## src/rtl/sound_pkg.sv

```systemverilog
// Shared encodings for the sound sequencer: FSM states, melody ids and the
// half-period table (clk cycles per half square-wave period, 0 = rest).
package sound_pkg;

  typedef enum logic [1:0] {
    ST_IDLE = 2'd0,
    ST_LOAD = 2'd1,
    ST_PLAY = 2'd2,
    ST_GAP  = 2'd3
  } state_t;

  localparam logic [1:0] ID_P2   = 2'd0;
  localparam logic [1:0] ID_P1   = 2'd1;
  localparam logic [1:0] ID_LOSE = 2'd2;
  localparam logic [1:0] ID_WIN  = 2'd3;

  function automatic logic [14:0] half_lookup(input logic [1:0] id, input logic [1:0] idx);
    logic [14:0] h;
    h = 15'd0;
    case (id)
      ID_WIN: begin
        case (idx)
          2'd0:    h = 15'd11364;
          2'd1:    h = 15'd9019;
          2'd2:    h = 15'd7584;
          default: h = 15'd5682;
        endcase
      end
      ID_LOSE: begin
        case (idx)
          2'd0:    h = 15'd7584;
          2'd1:    h = 15'd9019;
          2'd2:    h = 15'd11364;
          default: h = 15'd15169;
        endcase
      end
      ID_P1:   h = (idx == 2'd0) ? 15'd5682 : 15'd0;
      default: h = (idx == 2'd0) ? 15'd7584 : 15'd0;
    endcase
    return h;
  endfunction

endpackage

```

## src/rtl/sound_sequencer_tone_gen.sv

```systemverilog
// Square-wave generator: a half-period down-counter plus the toggle flop.
// start restarts the wave high (or holds it low for a rest).
module tone_gen (
  input  logic        clk,
  input  logic        rst,
  input  logic        start,
  input  logic [14:0] half,
  output logic        tone_out
);

  logic [14:0] cnt;

  always_ff @(posedge clk or posedge rst) begin
    if (rst) begin
      cnt      <= 15'd0;
      tone_out <= 1'b0;
    end else if (start) begin
      cnt      <= (half == 15'd0) ? 15'd0 : half - 15'd1;
      tone_out <= (half != 15'd0);
    end else if (half != 15'd0) begin
      if (cnt == 15'd0) begin
        cnt      <= half - 15'd1;
        tone_out <= ~tone_out;
      end else begin
        cnt <= cnt - 15'd1;
      end
    end
  end

endmodule

```

## src/rtl/sound_sequencer.sv

```systemverilog
// Melody sequencer: latches request pulses into a pending register, plays the
// highest-priority melody note by note, and lets higher priorities preempt.
module sound_sequencer
  import sound_pkg::*;
#(
  parameter int NOTE_CYC = 1250000,
  parameter int GAP_CYC  = 125000
) (
  input  logic       clk,
  input  logic       rst,
  input  logic       req_win,
  input  logic       req_lose,
  input  logic       req_p1,
  input  logic       req_p2,
  input  logic       mute,
  output logic       spk,
  output logic       busy,
  output logic [1:0] cur_id,
  output logic       done
);

  localparam logic [23:0] NOTE_LOAD = 24'(NOTE_CYC - 1);
  localparam logic [23:0] GAP_LOAD  = 24'(GAP_CYC - 1);

  state_t      state;
  logic [3:0]  pend;
  logic [1:0]  note_idx;
  logic [23:0] timer;

  logic [3:0]  req_vec;
  logic [3:0]  req_eff;
  logic [3:0]  higher_mask;
  logic [3:0]  clr_mask;
  logic [1:0]  sel_id;
  logic [1:0]  half_idx;
  logic [14:0] half;
  logic        any_pend;
  logic        preempt;
  logic        play_end;
  logic        go_load;
  logic        tone_start;
  logic        tone_out;

  // Requests are single-cycle pulses, bit index = melody id; done is a
  // single-cycle pulse on the edge that retires the last note of a melody.
  always_comb begin
    req_vec = {req_win, req_lose, req_p1, req_p2};
    req_eff = req_vec;
    if (state != ST_IDLE) begin
      req_eff[cur_id] = 1'b0;
      if (cur_id[1]) req_eff[1:0] = 2'b00;
    end

    any_pend = |pend;
    if (pend[3])      sel_id = ID_WIN;
    else if (pend[2]) sel_id = ID_LOSE;
    else if (pend[1]) sel_id = ID_P1;
    else              sel_id = ID_P2;

    case (cur_id)
      ID_WIN:  higher_mask = 4'b0000;
      ID_LOSE: higher_mask = 4'b1000;
      ID_P1:   higher_mask = 4'b1100;
      default: higher_mask = 4'b1110;
    endcase
    preempt = ((state == ST_PLAY) || (state == ST_GAP)) && (|(pend & higher_mask));

    play_end = (state == ST_PLAY) && (timer == 24'd0) && !preempt;
    go_load  = ((state == ST_IDLE) && any_pend) || preempt ||
               (play_end && (note_idx == 2'd3) && any_pend);

    clr_mask = 4'b0000;
    if (go_load) begin
      clr_mask[sel_id] = 1'b1;
      if (sel_id[1]) clr_mask[1:0] = 2'b11;
    end

    // The tone restarts on the edge that enters PLAY, so look up the next note.
    half_idx   = (state == ST_GAP) ? note_idx + 2'd1 : note_idx;
    half       = half_lookup(cur_id, half_idx);
    tone_start = (state == ST_LOAD) ||
                 ((state == ST_GAP) && (timer == 24'd0) && !preempt);
  end

  always_ff @(posedge clk or posedge rst) begin
    if (rst) begin
      state    <= ST_IDLE;
      pend     <= 4'b0000;
      note_idx <= 2'd0;
      timer    <= 24'd0;
      cur_id   <= 2'd0;
      done     <= 1'b0;
    end else begin
      pend <= (pend | req_eff) & ~clr_mask;
      done <= play_end && (note_idx == 2'd3);
      if (go_load) begin
        state    <= ST_LOAD;
        cur_id   <= sel_id;
        note_idx <= 2'd0;
      end else begin
        case (state)
          ST_LOAD: begin
            state <= ST_PLAY;
            timer <= NOTE_LOAD;
          end
          ST_PLAY: begin
            if (timer == 24'd0) begin
              if (note_idx == 2'd3) begin
                state  <= ST_IDLE;
                cur_id <= 2'd0;
              end else begin
                state <= ST_GAP;
                timer <= GAP_LOAD;
              end
            end else begin
              timer <= timer - 24'd1;
            end
          end
          ST_GAP: begin
            if (timer == 24'd0) begin
              state    <= ST_PLAY;
              timer    <= NOTE_LOAD;
              note_idx <= note_idx + 2'd1;
            end else begin
              timer <= timer - 24'd1;
            end
          end
          default: ;
        endcase
      end
    end
  end

  tone_gen u_tone_gen (
    .clk      (clk),
    .rst      (rst),
    .start    (tone_start),
    .half     (half),
    .tone_out (tone_out)
  );

  assign busy = (state != ST_IDLE);
  assign spk  = tone_out & ~mute & (state == ST_PLAY);

endmodule

```

## config.mk

```make
export PLATFORM = sky130hd
export DESIGN_NAME = sound_sequencer
export DESIGN_NICKNAME = d
export VERILOG_FILES = /design/src/rtl/sound_pkg.sv /design/src/rtl/sound_sequencer_tone_gen.sv /design/src/rtl/sound_sequencer.sv
export SDC_FILE = /design/constraint.sdc
export NUM_CORES = 1
export LEC_CHECK = 0
export ABC_AREA = 1
export CORE_MARGIN = 2
export CORE_UTILIZATION = 50
export DETAILED_ROUTE_END_ITERATION = 12
export GPL_TIMING_DRIVEN = 1
export PLACE_DENSITY = 0.77
export SLEW_MARGIN = 20
export SYNTH_ARGS = -nofsm -noshare
export SYNTH_HDL_FRONTEND = slang
export SYNTH_HIERARCHICAL = 1
export SYNTH_SLANG_ARGS = --single-unit
```

## constraint.sdc

```tcl
create_clock -name clk -period 3.25 [get_ports clk]
set_input_delay 0.975 -clock clk [delete_from_list [all_inputs] [get_ports clk]]
set_output_delay 0.975 -clock clk [all_outputs]
set_load 0.02 [all_outputs]
```

* Word-level counts from Yosys, hierarchy flattened
Index checks and enable logic that the tools add are counted.
W data, S select, Z words.
** Storage, ports and cells
- Bits in writable memories :: 0
- Output and inout bits :: 5
- Memories :: 0
- Memory bits (read-only) :: 0
- Bits in latches :: 0
- Register bits after elaboration :: 51
- Logic and storage cells :: 117
** Cells by class
- Order comparisons :: 4
- Reductions and logical operators :: 37
- Eq/ne operators :: 12
- $mul :: 0
- Divide/modulo/power cells :: 0
- Bitwise operators :: 11
- Add/subtract/negate cells :: 4
- Shifts and indexed selects :: 0
- Multiplexer cells :: 41
** Operators by type and width (number)
- $pmux W14 S3 :: 2
- $mux W24 :: 3
- $pmux W24 S3 :: 1
- $mux W15 :: 4
- $pmux W15 S3 :: 1
- $mux W2 :: 16
- $logic_not A15 Y1 :: 2
- $sub A15 B1 Y15 const B :: 2
- $mux W13 :: 2
- $logic_not A24 Y1 :: 1
- $sub A24 B1 Y24 const B :: 1
- $reduce_bool A15 Y1 :: 1
- $reduce_bool A2 Y1 :: 7
- $and A4 B4 Y4 :: 3
- $eq A2 B2 Y1 const B :: 6
- $pmux W4 S3 :: 1
- $logic_and A1 B1 Y1 :: 10
- $reduce_and A3 Y1 :: 3
- $mux W4 :: 2
- $not A4 Y4 :: 2
- $reduce_or A4 Y1 :: 2
- $eq A2 B1 Y1 const B :: 3
- $lt A2 B3 Y1 const B :: 2
- $mux W1 :: 6
- 15 further kinds :: 26

* Longest topological paths before layout
- Word-level depth :: 13
- Depth in mapped cells :: 21
- Gate-level depth less buffers :: 19

* Cells and area by module
Netlist, hierarchy kept.
** By module, submodules not included
- sound_sequencer :: times used 1, cells an instance 390, area an instance 2658.8 sq um
- tone_gen :: times used 1, cells an instance 289, area an instance 1712.9 sq um

* Worst setup path after synthesis
No wires, ideal clock.
- Kind :: reg2reg
- From :: register state[1]
- To :: register u_tone_gen.cnt[14]
- Path buffers :: 2
- Cell stages (with the launch flop) :: 17
- Setup slack :: 0.315 ns
- Data arrival time :: 2.822 ns
- Data required time :: 3.137 ns
- Setup time :: 0.113 ns
- Path through :: dfrtp_1 > buf_2 > nand2_1 > buf_2 > o21ai_0 > inv_1 > ha_1 > nand3_1 > o211ai_1 > inv_1 > ha_1 > nand2_1 > nor2_1 > nand4_1 > or2_0 > nand2_1 > inv_1
** On the way
- Word-level cells in the longest chain between the ends :: 9
- Elaborated cells on any way between the ends :: 26
- Those cells by class :: add/sub: 1; eq/ne: 5; mux: 10; reduce/logical: 10
** RTL lines
- from (decl) :: line sound_sequencer.sv:25 : state_t state;
- from (signal assigned) :: line sound_sequencer.sv:87 : state <= ST_IDLE;
- from (signal assigned) :: line sound_sequencer.sv:97 : state <= ST_LOAD;
- from (signal assigned) :: line sound_sequencer.sv:103 : state <= ST_PLAY;
- $eq A2 B2 Y1 * :: line sound_sequencer.sv:79 : half_idx = (state == ST_GAP) ? note_idx + 2'd1 : note_idx;
- $mux W2 * :: line sound_sequencer.sv:79
- $eq A2 B2 Y1 (tied with other cells) :: line sound_pkg.sv:22, sound_pkg.sv:30
- $pmux W14 S3 (tied with other cells) :: line sound_pkg.sv:30 : case (idx)
- $pmux W15 S3 * :: line sound_pkg.sv:20 : case (id)
- via half[1] :: line sound_sequencer.sv:36 : logic [14:0] half;
- $sub A15 B1 Y15 :: line sound_sequencer_tone_gen.sv:18, sound_sequencer_tone_gen.sv:22
- $mux W15 :: line sound_sequencer_tone_gen.sv:21 : if (cnt == 15'd0) begin
- $mux W15 :: line sound_sequencer_tone_gen.sv:20 : end else if (half != 15'd0) begin
- $mux W15 :: line sound_sequencer_tone_gen.sv:17 : end else if (start) begin
- to (signal assigned) :: line sound_sequencer_tone_gen.sv:18 : cnt <= (half == 15'd0) ? 15'd0 : half - 15'd1;
- to (signal assigned) :: line sound_sequencer_tone_gen.sv:22 : cnt <= half - 15'd1;
- to (signal assigned) :: line sound_sequencer_tone_gen.sv:25 : cnt <= cnt - 15'd1;
- to (decl) :: line sound_sequencer_tone_gen.sv:11 : logic [14:0] cnt;
The timed path passes the listed nets; every way through them passes the cells marked *. The select of a mux whose other input is x is not followed.
A chain may end at the register's enable or synchronous reset.

* Worst setup path after layout
- From :: input mute
- To :: output spk
** On the way
- Word-level cells in the longest chain between the ends :: 3
** RTL lines
- from (decl) :: line sound_sequencer.sv:15 : input logic mute,
- $not A1 Y1 :: line sound_sequencer.sv:143 : assign spk = tone_out & ~mute & (state == ST_PLAY);
- $and A1 B1 Y1 (2 in a row) :: line sound_sequencer.sv:143
- to (decl) :: line sound_sequencer.sv:16 : output logic spk,
Every way passes these cells.

==> run_results.csv <==
group,metric,value,unit
synthesis,syn_avg_cell_area,6.44,sq um
setup_path,crit_required,2270,ps
routing,dr.first_iter.drc_count,332,
sta,hold_violations,0,
place,port_buffers,11,
sta,rsz0062_at_grt,"false",
setup_path,crit_path_start_kind,"input port",
synthesis,netlist_area,4370,sq um
finish,fillCellCount,848,
global_route,track_usage,22.9,%
synthesis,synthFlopType,"dfrtp_1",
finish,area.sequential,1280,sq um
cts,clk_pin_slew,110,ps
flow_run,cap_viol_max_count,0,
floorplan,die_area,9510,sq um
synthesis,seq_area_frac_synth,29.2,%
finish,areaGrowthSynthToFinish,7.67,%
sta,post-route-period-util,93.6,%
synthesis,synth_top_area_share,29.2,%
synthesis,yosysMostFrequentCell,"nand2_1",
global_route,grt_max_degree,36,
hold_path,hold_path_depth,2,
cts,cts-root-buf,"clkbuf_8",
floorplan,die_y,97.5,um
sta,min_period,3040,ps
sta,max_freq,329,MHz
sta,layout_setup_ws,208,ps
outcome,status,"finished, final reports clean",
synthesis,synth_common_cells,"nand2_1 (223), nor2_1 (101), inv_1 (70)",
setup_path,worst_setup_path_end_kind,"output port",
place,place_area,4600,sq um
floorplan,die_w,97.5,um
sta,setup_viol,0,
routing,dr_total_vias,4395,
finish,num_antenna_cells,0,
power,p_leak,2.37,nW
setup_path,path_buf_inv,2,
synthesis,syn_inst,679,
global_route,grt_pass1_vias,4029,
cts,cts_tree,"yes",
finish,multiInputGateArea,2740,sq um
power,ir_worst_vdd,0.000584,V
floorplan,start_util,50.9,%
cts,cts_buffers,5,
setup_path,rrSetupSlack,380,ps
finish,design_area,4710,sq um
routing,routed_wl,10.8,mm
sta,skew,20.5,ps
setup_path,worst_path_most_repeated_cell,"clkdlybuf4s50_1",
place,dp_slack,190,ps
sta,tightest_slew,673,ps
place,gp_congestion,0.937,
setup_path,slowest_stage,"clkdlybuf4s50_1",
cts,clock_path_buffers,2,
routing,remaining_drc_errors,0,
setup_path,worstPathMaxFanout,1,
synthesis,yosysWarningCount,6,
sta,max_slew_margin,55.0,%
global_route,grt_pass1_wl,18.4,mm
setup_path,crit_chain,"clkdlybuf4s50_1, nor2_1, clkdlybuf4s50_1",
floorplan,row_count,34,
setup_path,r2r-start,"note_idx[1]$_DFFE_PP0P_",
finish,drive_gt1_share,9.33,%
global_route,grt.overflow.total,0,
finish,layout.nets,716,
cts,clock_sinks,51,
routing,wire_per_inst,13.4,um
setup_path,critPathTopFamily,"buffers and inverters",
hold_path,worstHoldStart,"timer[23]$_DFFE_PP0P_",
sta,whs,545,ps
floorplan,io_pins,12,
cts,cts_htree_levels,2,
setup_path,path_depth,3,
setup_path,cp.arrival,2070,ps
synthesis,yosysUniqueCellTypes,43,
global_route,antenna_found_initial,0,
hold_path,hp-class,"reg -> reg",
routing,via_per_inst,5.46,
synthesis,post-synth-top-area-cell,"dfrtp_1",
synthesis,yosys-top-cells-area,"dfrtp_1 (29%), nand2_1 (19%), nor2_1 (8.7%), inv_1 (6.0%), nand3_1 (5.7%)",
synthesis,synthArstFlopShare,100,%
setup_path,worstRegToRegCells,18,
synthesis,synth_edf_count,0,
cts,insertion_delay,320,ps
floorplan,core,8590,sq um
setup_path,cp-startpoint,"mute",
sta,slew_violations,0,
power,power,4.75,mW
synthesis,ys_ff_latch,51,
setup_path,criticalPathCategory,"in -> out",
setup_path,critical_path.max_stage_delay,600,ps
place,dp_hpwl,8.18,mm
routing,drt_first_pass_iters,5,
routing,route.antenna.remaining_nets,0,
sta,tns,0,ps
power,power.density,1010,nW/um^2
==> stage by stage <==
stage | utilization, % | std cells
final | 54.8 | 805
after floorplan | - | 680
after global routing | 54.8 | 805
after detailed placement | 53.5 | 796
after CTS | 54.6 | 804
after global placement | 53.5 | 796
==> final timing paths <==
| kind | to |
|---|---|
| max | spk |
| min | timer[23]$_DFFE_PP0P_ |
| max reg2reg | u_tone_gen/cnt[9]$_DFFE_PP0P_ |
| min reg2reg | timer[23]$_DFFE_PP0P_ |
| max in group asynchronous | u_tone_gen/cnt[14]$_DFFE_PP0P_ |
| min in group asynchronous | timer[6]$_DFFE_PP0P_ |
==> worst min-delay path, delay by kind of cell (launching register included) <==
family,cells,cell delay (ps)
DFF,1,390
and+or+nand+nor,2,130
==> kinds of logic after synthesis <==
logic type / share of synthesized area (%)
DFF: 29.2
xor gates and xnor gates: 3.21
buffers and inverters: 8.36
and+or+nand+nor: 45.1
other: 0.0858
AOI/OAI and AO/OA: 10.4
adders and majority gates: 3.72
==> registers in the layout, summed over array words and instances (netlist names) <==
name	cells
state	2
cur_id	2
timer	24
note_idx	2
u_tone_gen/tone_out	1
done	1
pend	4
u_tone_gen/cnt	15
==> per-layer routing <==
layer | track usage, % | routed length, um
met2 | 36.4 | 4900
met5 | 0 | 0
met3 | 2.09 | 645
met4 | 6.62 | 111
met1 | 33.3 | 5160
==> layout by cell type, fill, tap and decap left out, types with 11 or more instances in the layout <==
master / synthesis / layout
o21ai_0: 32 / 31
nor2_2: 11 / 12
nand3_1: 50 / 50
clkdlybuf4s50_1: 0 / 11
xor2_1: 11 / 11
nor2_1: 101 / 100
nand2_1: 223 / 223
dfrtp_1: 51 / 51
ha_1: 13 / 12
inv_1: 70 / 70
a21oi_1: 22 / 22
==> report_power, final <==
group | internal [mW] | total (mW) | switching [mW] | leakage [nW]
logic | 1.03 | 3.17 | 2.14 | 1.68
registers | 0.879 | 1.18 | 0.302 | 0.637
clock network | 0.160 | 0.404 | 0.244 | 0.0502
==> final cells by class <==
cell class,instances,share of cell area [%]
Clock inverter,3,0.611
Sequential cell,51,27.1
Timing Repair Buffer,21,3.93
Multi-Input combinational cell,544,58.2
Inverter,73,5.82
Clock buffer,5,1.46
Tap cell,108,2.87
==> what timing repair did <==
action / CTS / global route
endpoints found under the setup margin: 0 / 16
hold buffers: 0 / 0
setup buffers: 0 / 1
gates resized for setup: 0 / 3
Power figures use the tool's default switching activity.
